File: src/rtl/stopwatch_ctrl_if.sv
// Button inputs and display/status outputs of the stopwatch controller.
// The master side drives the buttons. The slave side presents the display and status signals.
interface stopwatch_ctrl_if;
  logic       start_stop;
  logic       lap;
  logic       clear;
  logic [3:0] sec_lo;
  logic [3:0] sec_hi;
  logic [3:0] min;
  logic       running;
  logic       frozen;
  logic       tick;
  logic       overflow;

  modport master (
    output start_stop, lap, clear,
    input  sec_lo, sec_hi, min, running, frozen, tick, overflow
  );

  modport slave (
    input  start_stop, lap, clear,
    output sec_lo, sec_hi, min, running, frozen, tick, overflow
  );
endinterface

File: src/rtl/stopwatch_ctrl.sv
// BCD stopwatch with run/pause, lap freeze and clear.
// The buttons are synchronized and edge-detected. A prescaler produces one tick per TICK_DIV cycles.
module stopwatch_ctrl #(
  parameter int TICK_DIV = 50000000,
  parameter int MIN_MAX  = 9
) (
  input  logic            clk,
  input  logic            aclr,
  stopwatch_ctrl_if.slave bus
);

  localparam int             PW         = (TICK_DIV > 2) ? $clog2(TICK_DIV) : 1;
  localparam logic [PW-1:0]  PRESC_LAST = PW'(TICK_DIV - 1);
  localparam logic [3:0]     MIN_LAST   = 4'(MIN_MAX);

  typedef enum logic [1:0] {IDLE, RUN, PAUSE, HOLD} state_t;

  state_t        state_reg, state_next;
  logic          latch_en;
  logic [2:0]    btn_level;
  logic [2:0]    btn_edge;
  logic          ss_edge, lap_edge, clr_edge;
  logic          counting, tick_int;
  logic [PW-1:0] presc_reg;
  logic [3:0]    sec_lo_reg, sec_hi_reg, min_reg;
  logic [3:0]    held_lo_reg, held_hi_reg, held_min_reg;
  logic          overflow_reg;

  assign btn_level = {bus.clear, bus.lap, bus.start_stop};

  genvar gi;
  generate
    for (gi = 0; gi < 3; gi++) begin : g_sync
      logic sync1_reg, sync2_reg, sync3_reg;
      always_ff @(posedge clk or negedge aclr) begin
        if (!aclr) begin
          sync1_reg <= 1'b0;
          sync2_reg <= 1'b0;
          sync3_reg <= 1'b0;
        end else begin
          sync1_reg <= btn_level[gi];
          sync2_reg <= sync1_reg;
          sync3_reg <= sync2_reg;
        end
      end
      assign btn_edge[gi] = sync2_reg & ~sync3_reg;
    end
  endgenerate

  assign ss_edge  = btn_edge[0];
  assign lap_edge = btn_edge[1];
  assign clr_edge = btn_edge[2];

  assign counting = (state_reg == RUN) || (state_reg == HOLD);
  assign tick_int = counting && (presc_reg == PRESC_LAST);

  always_ff @(posedge clk or negedge aclr) begin
    if (!aclr) state_reg <= IDLE;
    else       state_reg <= state_next;
  end

  // clear beats start_stop beats lap. A losing edge is simply dropped.
  always_comb begin
    state_next = state_reg;
    latch_en   = 1'b0;
    if (clr_edge) begin
      state_next = IDLE;
    end else if (ss_edge) begin
      case (state_reg)
        IDLE:    state_next = RUN;
        RUN:     state_next = PAUSE;
        PAUSE:   state_next = RUN;
        HOLD:    state_next = PAUSE;
        default: state_next = IDLE;
      endcase
    end else if (lap_edge) begin
      if (state_reg == RUN) begin
        state_next = HOLD;
        latch_en   = 1'b1;
      end else if (state_reg == HOLD) begin
        state_next = RUN;
      end
    end
  end

  // Latching uses the pre-edge digits, so a coincident tick is not captured.
  always_ff @(posedge clk or negedge aclr) begin
    if (!aclr) begin
      presc_reg    <= '0;
      sec_lo_reg   <= '0;
      sec_hi_reg   <= '0;
      min_reg      <= '0;
      held_lo_reg  <= '0;
      held_hi_reg  <= '0;
      held_min_reg <= '0;
      overflow_reg <= 1'b0;
    end else if (clr_edge) begin
      presc_reg    <= '0;
      sec_lo_reg   <= '0;
      sec_hi_reg   <= '0;
      min_reg      <= '0;
      held_lo_reg  <= '0;
      held_hi_reg  <= '0;
      held_min_reg <= '0;
      overflow_reg <= 1'b0;
    end else begin
      if (counting) presc_reg <= tick_int ? '0 : presc_reg + PW'(1);
      if (tick_int) begin
        if (sec_lo_reg == 4'd9) begin
          sec_lo_reg <= 4'd0;
          if (sec_hi_reg == 4'd5) begin
            sec_hi_reg <= 4'd0;
            if (min_reg == MIN_LAST) begin
              min_reg      <= 4'd0;
              overflow_reg <= 1'b1;
            end else begin
              min_reg <= min_reg + 4'd1;
            end
          end else begin
            sec_hi_reg <= sec_hi_reg + 4'd1;
          end
        end else begin
          sec_lo_reg <= sec_lo_reg + 4'd1;
        end
      end
      if (latch_en) begin
        held_lo_reg  <= sec_lo_reg;
        held_hi_reg  <= sec_hi_reg;
        held_min_reg <= min_reg;
      end
    end
  end

  always_comb begin
    bus.running  = counting;
    bus.frozen   = (state_reg == HOLD);
    bus.tick     = tick_int;
    bus.overflow = overflow_reg;
    if (state_reg == HOLD) begin
      bus.sec_lo = held_lo_reg;
      bus.sec_hi = held_hi_reg;
      bus.min    = held_min_reg;
    end else begin
      bus.sec_lo = sec_lo_reg;
      bus.sec_hi = sec_hi_reg;
      bus.min    = min_reg;
    end
  end

endmodule
File: src/flat_wrapper.sv
// flat-port wrapper written by rule: the top's interface ports become plain ports
module stopwatch_ctrl_flat 
#(
  parameter int TICK_DIV = 50000000,
  parameter int MIN_MAX  = 9
)
  (clk, aclr, bus_start_stop, bus_lap, bus_clear, bus_sec_lo, bus_sec_hi, bus_min, bus_running, bus_frozen, bus_tick, bus_overflow);
  stopwatch_ctrl_if bus_i ();
  input  logic clk;
  input  logic aclr;
  input wire logic [$bits(bus_i.start_stop)-1:0] bus_start_stop;
  input wire logic [$bits(bus_i.lap)-1:0] bus_lap;
  input wire logic [$bits(bus_i.clear)-1:0] bus_clear;
  output wire logic [$bits(bus_i.sec_lo)-1:0] bus_sec_lo;
  output wire logic [$bits(bus_i.sec_hi)-1:0] bus_sec_hi;
  output wire logic [$bits(bus_i.min)-1:0] bus_min;
  output wire logic [$bits(bus_i.running)-1:0] bus_running;
  output wire logic [$bits(bus_i.frozen)-1:0] bus_frozen;
  output wire logic [$bits(bus_i.tick)-1:0] bus_tick;
  output wire logic [$bits(bus_i.overflow)-1:0] bus_overflow;
  assign bus_i.start_stop = bus_start_stop;
  assign bus_i.lap = bus_lap;
  assign bus_i.clear = bus_clear;
  assign bus_sec_lo = bus_i.sec_lo;
  assign bus_sec_hi = bus_i.sec_hi;
  assign bus_min = bus_i.min;
  assign bus_running = bus_i.running;
  assign bus_frozen = bus_i.frozen;
  assign bus_tick = bus_i.tick;
  assign bus_overflow = bus_i.overflow;
  stopwatch_ctrl #(.TICK_DIV(TICK_DIV), .MIN_MAX(MIN_MAX)) u_core (.clk(clk), .aclr(aclr), .bus(bus_i));
endmodule
File: config.mk
export PLATFORM = sky130hd
export DESIGN_NAME = stopwatch_ctrl_flat
export DESIGN_NICKNAME = d
export VERILOG_FILES = /design/src/rtl/stopwatch_ctrl_if.sv /design/src/rtl/stopwatch_ctrl.sv /design/src/flat_wrapper.sv
export SDC_FILE = /design/constraint.sdc
export NUM_CORES = 1
export LEC_CHECK = 0
export BUFFER_PORTS_ARGS = -buffer_cell sky130_fd_sc_hd__buf_2
export CORE_ASPECT_RATIO = 2
export CORE_MARGIN = 2
export CORE_UTILIZATION = 50
export CTS_CLUSTER_DIAMETER = 30
export DETAILED_ROUTE_END_ITERATION = 16
export MAX_ROUTING_LAYER = met4
export PLACE_DENSITY = 0.77
export SLEW_MARGIN = 20
export SYNTH_ARGS = -nofsm -noshare
export SYNTH_HDL_FRONTEND = slang
export SYNTH_SLANG_ARGS = --single-unit
File: constraint.sdc
create_clock -name clk -period 2.41 [get_ports clk]
set_clock_uncertainty 0.15 [all_clocks]
set_input_delay 0 -clock clk [delete_from_list [all_inputs] [get_ports clk]]
set_output_delay 0 -clock clk [all_outputs]
set_load 0.02 [all_outputs]
* Word-level counts from Yosys, hierarchy flattened
Cells that the tools add are included.
Widths: inputs -> output; s select.
** Storage, ports and cells
- Register bits after elaboration :: 62
- Latch bits :: 0
- RAM bits :: 0
- Bits in read-only memories :: 0
- Memories kept :: 0
** Cells by class
- Add/subtract/negate cells :: 4
- Multipliers :: 0
- Divide/modulo/power cells :: 0
- $lt $le $gt $ge :: 0
- Eq/ne operators :: 7
- Shifts and indexed selects :: 0
- Mux-type cells :: 39
- Bitwise gates (word level) :: 6
- Reductions and logical operators :: 17
** Operators with widths (count)
- $mux 4 :: 21
- $mux 26 :: 3
- $add 26x1->26 const B :: 1
- $eq 26x26->1 const B :: 1
- $add 4x1->4 const B :: 3
- $reduce_bool 2->1 :: 6
- $mux 2 :: 5
- $mux 1 :: 9
- $eq 4x4->1 const B :: 2
- $eq 2x2->1 const B :: 2
- $eq 4x3->1 const B :: 1
- $pmux 2 s2 :: 1
- $reduce_and 2->1 :: 2
- $reduce_and 4->1 :: 1
- $reduce_bool 4->1 :: 1
- $reduce_or 2->1 :: 2
- $and 1x1->1 :: 3
- $not 1->1 :: 3
- $reduce_and 3->1 :: 1
- $reduce_bool 3->1 :: 1
- $eq 2x1->1 const B :: 1
- $logic_not 2->1 :: 1
- $logic_and 1x1->1 :: 1
- $logic_or 1x1->1 :: 1

* Depth between registers and ports, before layout
- Depth in word-level cells :: 7
- Depth in mapped cells :: 7

* Least setup slack after synthesis
Ideal clock, no wire load.
- Kind :: register to register
- From :: register u_core.presc_reg[0]
- To :: register u_core.min_reg[2]
- Arrival :: 1955 ps
- Setup slack :: 187 ps
- Stages on the path, launching flop included :: 7
- Clock period less this slack :: 2223 ps
- Path through :: dfrtp_1 > ha_1 > nand3_1 > or4_4 > nor4_4 > a41oi_1 > a21o_1
** Between the ends
- Cells in the longest elaborated chain, start to end :: 4
** Ends and longest elaborated chain
- start, declared :: RTL line stopwatch_ctrl.sv:24 : logic [PW-1:0] presc_reg;
- start signal, assigned :: RTL line stopwatch_ctrl.sv:107 : if (counting) presc_reg <= tick_int ? '0 : presc_reg + PW'(1);
- $eq 26x26->1 :: RTL line stopwatch_ctrl.sv:55 : assign tick_int = counting && (presc_reg == PRESC_LAST);
- $logic_and 1x1->1 :: RTL line stopwatch_ctrl.sv:55
- $reduce_bool 2->1 (no source line)
- $reduce_and 3->1 (no source line)
- end signal, assigned :: RTL line stopwatch_ctrl.sv:117 : min_reg <= min_reg + 4'd1;
- end, declared :: RTL line stopwatch_ctrl.sv:25 : logic [3:0] sec_lo_reg, sec_hi_reg, min_reg;
Every way passes these cells.
A chain may end at the register's enable or synchronous reset.

* Worst setup path in the final report
- From :: register u_core.presc_reg[1]
- To :: register u_core.sec_hi_reg[2]
** Between the ends
- Cells in the longest elaborated chain, start to end :: 4
** Ends and longest elaborated chain
- $eq 26x26->1 :: RTL line stopwatch_ctrl.sv:55
- $logic_and 1x1->1 :: RTL line stopwatch_ctrl.sv:55
- $reduce_bool 2->1 (no source line)
- $reduce_and 2->1 (no source line)
- end signal, assigned :: RTL line stopwatch_ctrl.sv:120 : sec_hi_reg <= sec_hi_reg + 4'd1;
- end, declared :: RTL line stopwatch_ctrl.sv:25
Every way passes these cells.

==> qor.txt <==
DIE AREA: 7200 um2
Setup violations, final: 0
DP HPWL: 5.33 mm
Switching Fraction: 0.230
Rel. slew slack: 0.385
Synth top cells by count: dfrtp_1, nor2_1, nand2_1
synthesized area per cell: 9.62 um2
Setup TNS: 0 ns
DRT iter0 DRCs: 139
I/O pins: 21
RePlAce Congestion: 0.950
RSZ-0062 raised after global routing: no
chip width: 61.0 um
Post-Syn Area: 3250 um2
Slew @ Worst Pin: 0.919 ns
Yosys top cell by area: dfrtp_1
max-cap viol count: 0
number of global-route vias before repair: 2705
Die H: 118 um
Initial DRT Pass Iterations: 4
worst skew pair latency: 0.33 ns
Int Pwr: 2.02 mW
FF/Latch Area: 1550 um2
Mapped Nets: 350
CTS buffer count: 9
CTS tree: built
CP Launch Type: flip-flop
Synth-to-Final Area Change: 21.3%
CTS max path bufs: 2
Vias/cell: 5.66
Synth Instances: 338
top-count cell post-synth: dfrtp_1
sequential cell area fraction in the yosys report: 0.477
Max Slew Vio Count: 0
clk sinks: 62
CP Max Fanout: 5
total grt overflow: 0
overall routing resource usage: 0.244
Yosys cell types: 43
Hold Slack: 0.0133 ns
FF-to-FF End: u_core.sec_hi_reg[2]$_DFFE_PN0P_
Setup CP Type: reg -> reg
via count: 2679
Final Hold Vio Count: 0
Gate power share: 0.097
Largest register FFs: 26
H-Tree Depth: 3
initial antenna violation count: 0
DRC viols: 0
first-pass GRT wire length: 12.8 mm
Tmin final: 2.24 ns
Sequential Power Share: 0.428
area share of the largest cell type after synthesis: 0.477
number of nets in the layout: 396
status: complete, no violations
Async SR Flop Fraction: 1.00
drt wl/cell: 15.7 um
Primary FF master, synth: dfrtp_1
r2r setup slk: 0.17 ns
Synth Register Bits: 62
fin crit share: 0.928
Fmax achieved: 0.447 GHz
Final ANT Viol Nets: 0
number of I/O port buffers: 20
Routed WL: 7.43 mm
# rows: 41
ranking of synthesized cells by area: dfrtp_1, nor2_1, nand3_1
Reg-to-Reg Start: u_core.presc_reg[1]$_DFFE_PN0P_
initial core utilization: 0.515
number of synthesized flops with an enable pin: 0
Power Dens Cells: 666 nW/um2
Filler cells: 537
P_leak: 1.80 nW
Finished Layout Cells: 473
Clock transition at path regs: 0.05 ns
area of the core: 6310 um2
Pwr Total: 2.63 mW
Critical Path End Type: flip-flop
hold crit path type: in -> async
CTS root buffer: clkbuf_16
clock share of power: 0.476
required time of the critical path: 2.51 ns
dpl cells: 453
sw power: 0.603 mW
number of diodes: 0
Worst EP arrival: 2.34 ns
pin count of the biggest net entering global routing: 24
R2R depth: 7
Yosys warnings: 0
worst vdd ir: 494 uV
share of post-route cells with drive strength above 1: 0.202
area of the multi-input gates: 1620 um2
worst max-delay path: stages, from the launching register on:
cell,delay [ns]
dfrtp_1,0.41
ha_4,0.16
nand3_1,0.08
or4_4,0.52
nor4_4,0.38
buf_4,0.19
nand4b_1,0.10
a21oi_1,0.16
routing by layer:
metal,track usage,part of all wire,up-vias
met4,0.141,0.053,0
met1,0.250,0.36,1315
met5,-,0,-
li1,-,-,1289
met2,0.394,0.55,56
met3,0.0670,0.036,19
through the flow:
step                      setup slack [ns]  area [um2]  utilization
after CTS                            0.132        3920        0.621
after global routing                0.0118        3940        0.625
after floorplan                      0.187        3250            -
after global placement               0.183        3590        0.568
final                                0.173        3940        0.625
after detailed placement             0.135        3590        0.568
cell families (layout without fill, tap and decap cells):
kind of cell | after synthesis | count (layout) | share of synthesized area
buffers and inverters | 23 | 72 | 0.0281
and+or+nand+nor | 166 | 166 | 0.278
DFF | 62 | 62 | 0.477
AOI/OAI and AO/OA | 44 | 44 | 0.0831
adders and majority gates | 7 | 7 | 0.0269
muxes | 17 | 17 | 0.0554
xor gates and xnor gates | 19 | 19 | 0.0512
how the worst max path moves through the flow:
stage | from | end | slack (ns) | cells past startpoint
floorplan | u_core.presc_reg[0]$_DFFE_PN0P_ | u_core.min_reg[2]$_DFFE_PN0P_ | 0.19 | 6
global placement | u_core.presc_reg[1]$_DFFE_PN0P_ | u_core.sec_hi_reg[2]$_DFFE_PN0P_ | 0.18 | 7
detailed placement | u_core.presc_reg[1]$_DFFE_PN0P_ | u_core.sec_hi_reg[2]$_DFFE_PN0P_ | 0.14 | 7
CTS | u_core.presc_reg[1]$_DFFE_PN0P_ | u_core.sec_hi_reg[2]$_DFFE_PN0P_ | 0.13 | 7
global route | u_core.presc_reg[1]$_DFFE_PN0P_ | u_core.sec_lo_reg[2]$_DFFE_PN0P_ | 0.01 | 7
finish | u_core.presc_reg[1]$_DFFE_PN0P_ | u_core.sec_hi_reg[2]$_DFFE_PN0P_ | 0.17 | 7
final cells by class:
class	instances	share of cell area
timing repair buffer	48	0.0844
sequential	62	0.393
inverter	10	0.00952
clock inverter	1	0.00761
tap	86	0.0273
multi-input combinational	253	0.412
clock buffer	13	0.0660
timing repair:
item | CTS | global route
resized for setup | 0 | 2
buffers inserted | 0 | 2
endpoints found under the hold margin | 65 | 0
endpoints found under the setup margin | 0 | 7
hold buffers | 4 | 0
power by group through the flow:
| stage | clock network, mW | logic, mW | registers [mW] |
|---|---|---|---|
| after floorplan | 0 | 0.139 | 1.12 |
| after global placement | 0 | 0.224 | 1.13 |
| after detailed placement | 0 | 0.228 | 1.13 |
| after CTS | 1.28 | 0.236 | 1.11 |
| after global routing | 1.32 | 0.290 | 1.13 |
| final | 1.25 | 0.254 | 1.12 |
layout by cell type, fill, tap and decap left out, types with 10 or more instances in the layout:
master	synthesis	layout
dfrtp_1	62	62
nor2_1	48	48
nand2_1	31	31
nand3_1	25	25
buf_4	1	23
buf_2	1	20
xnor2_1	11	11
o21ai_0	10	10
a21oi_1	10	10
Note: power is estimated with default switching activity, not from simulation.
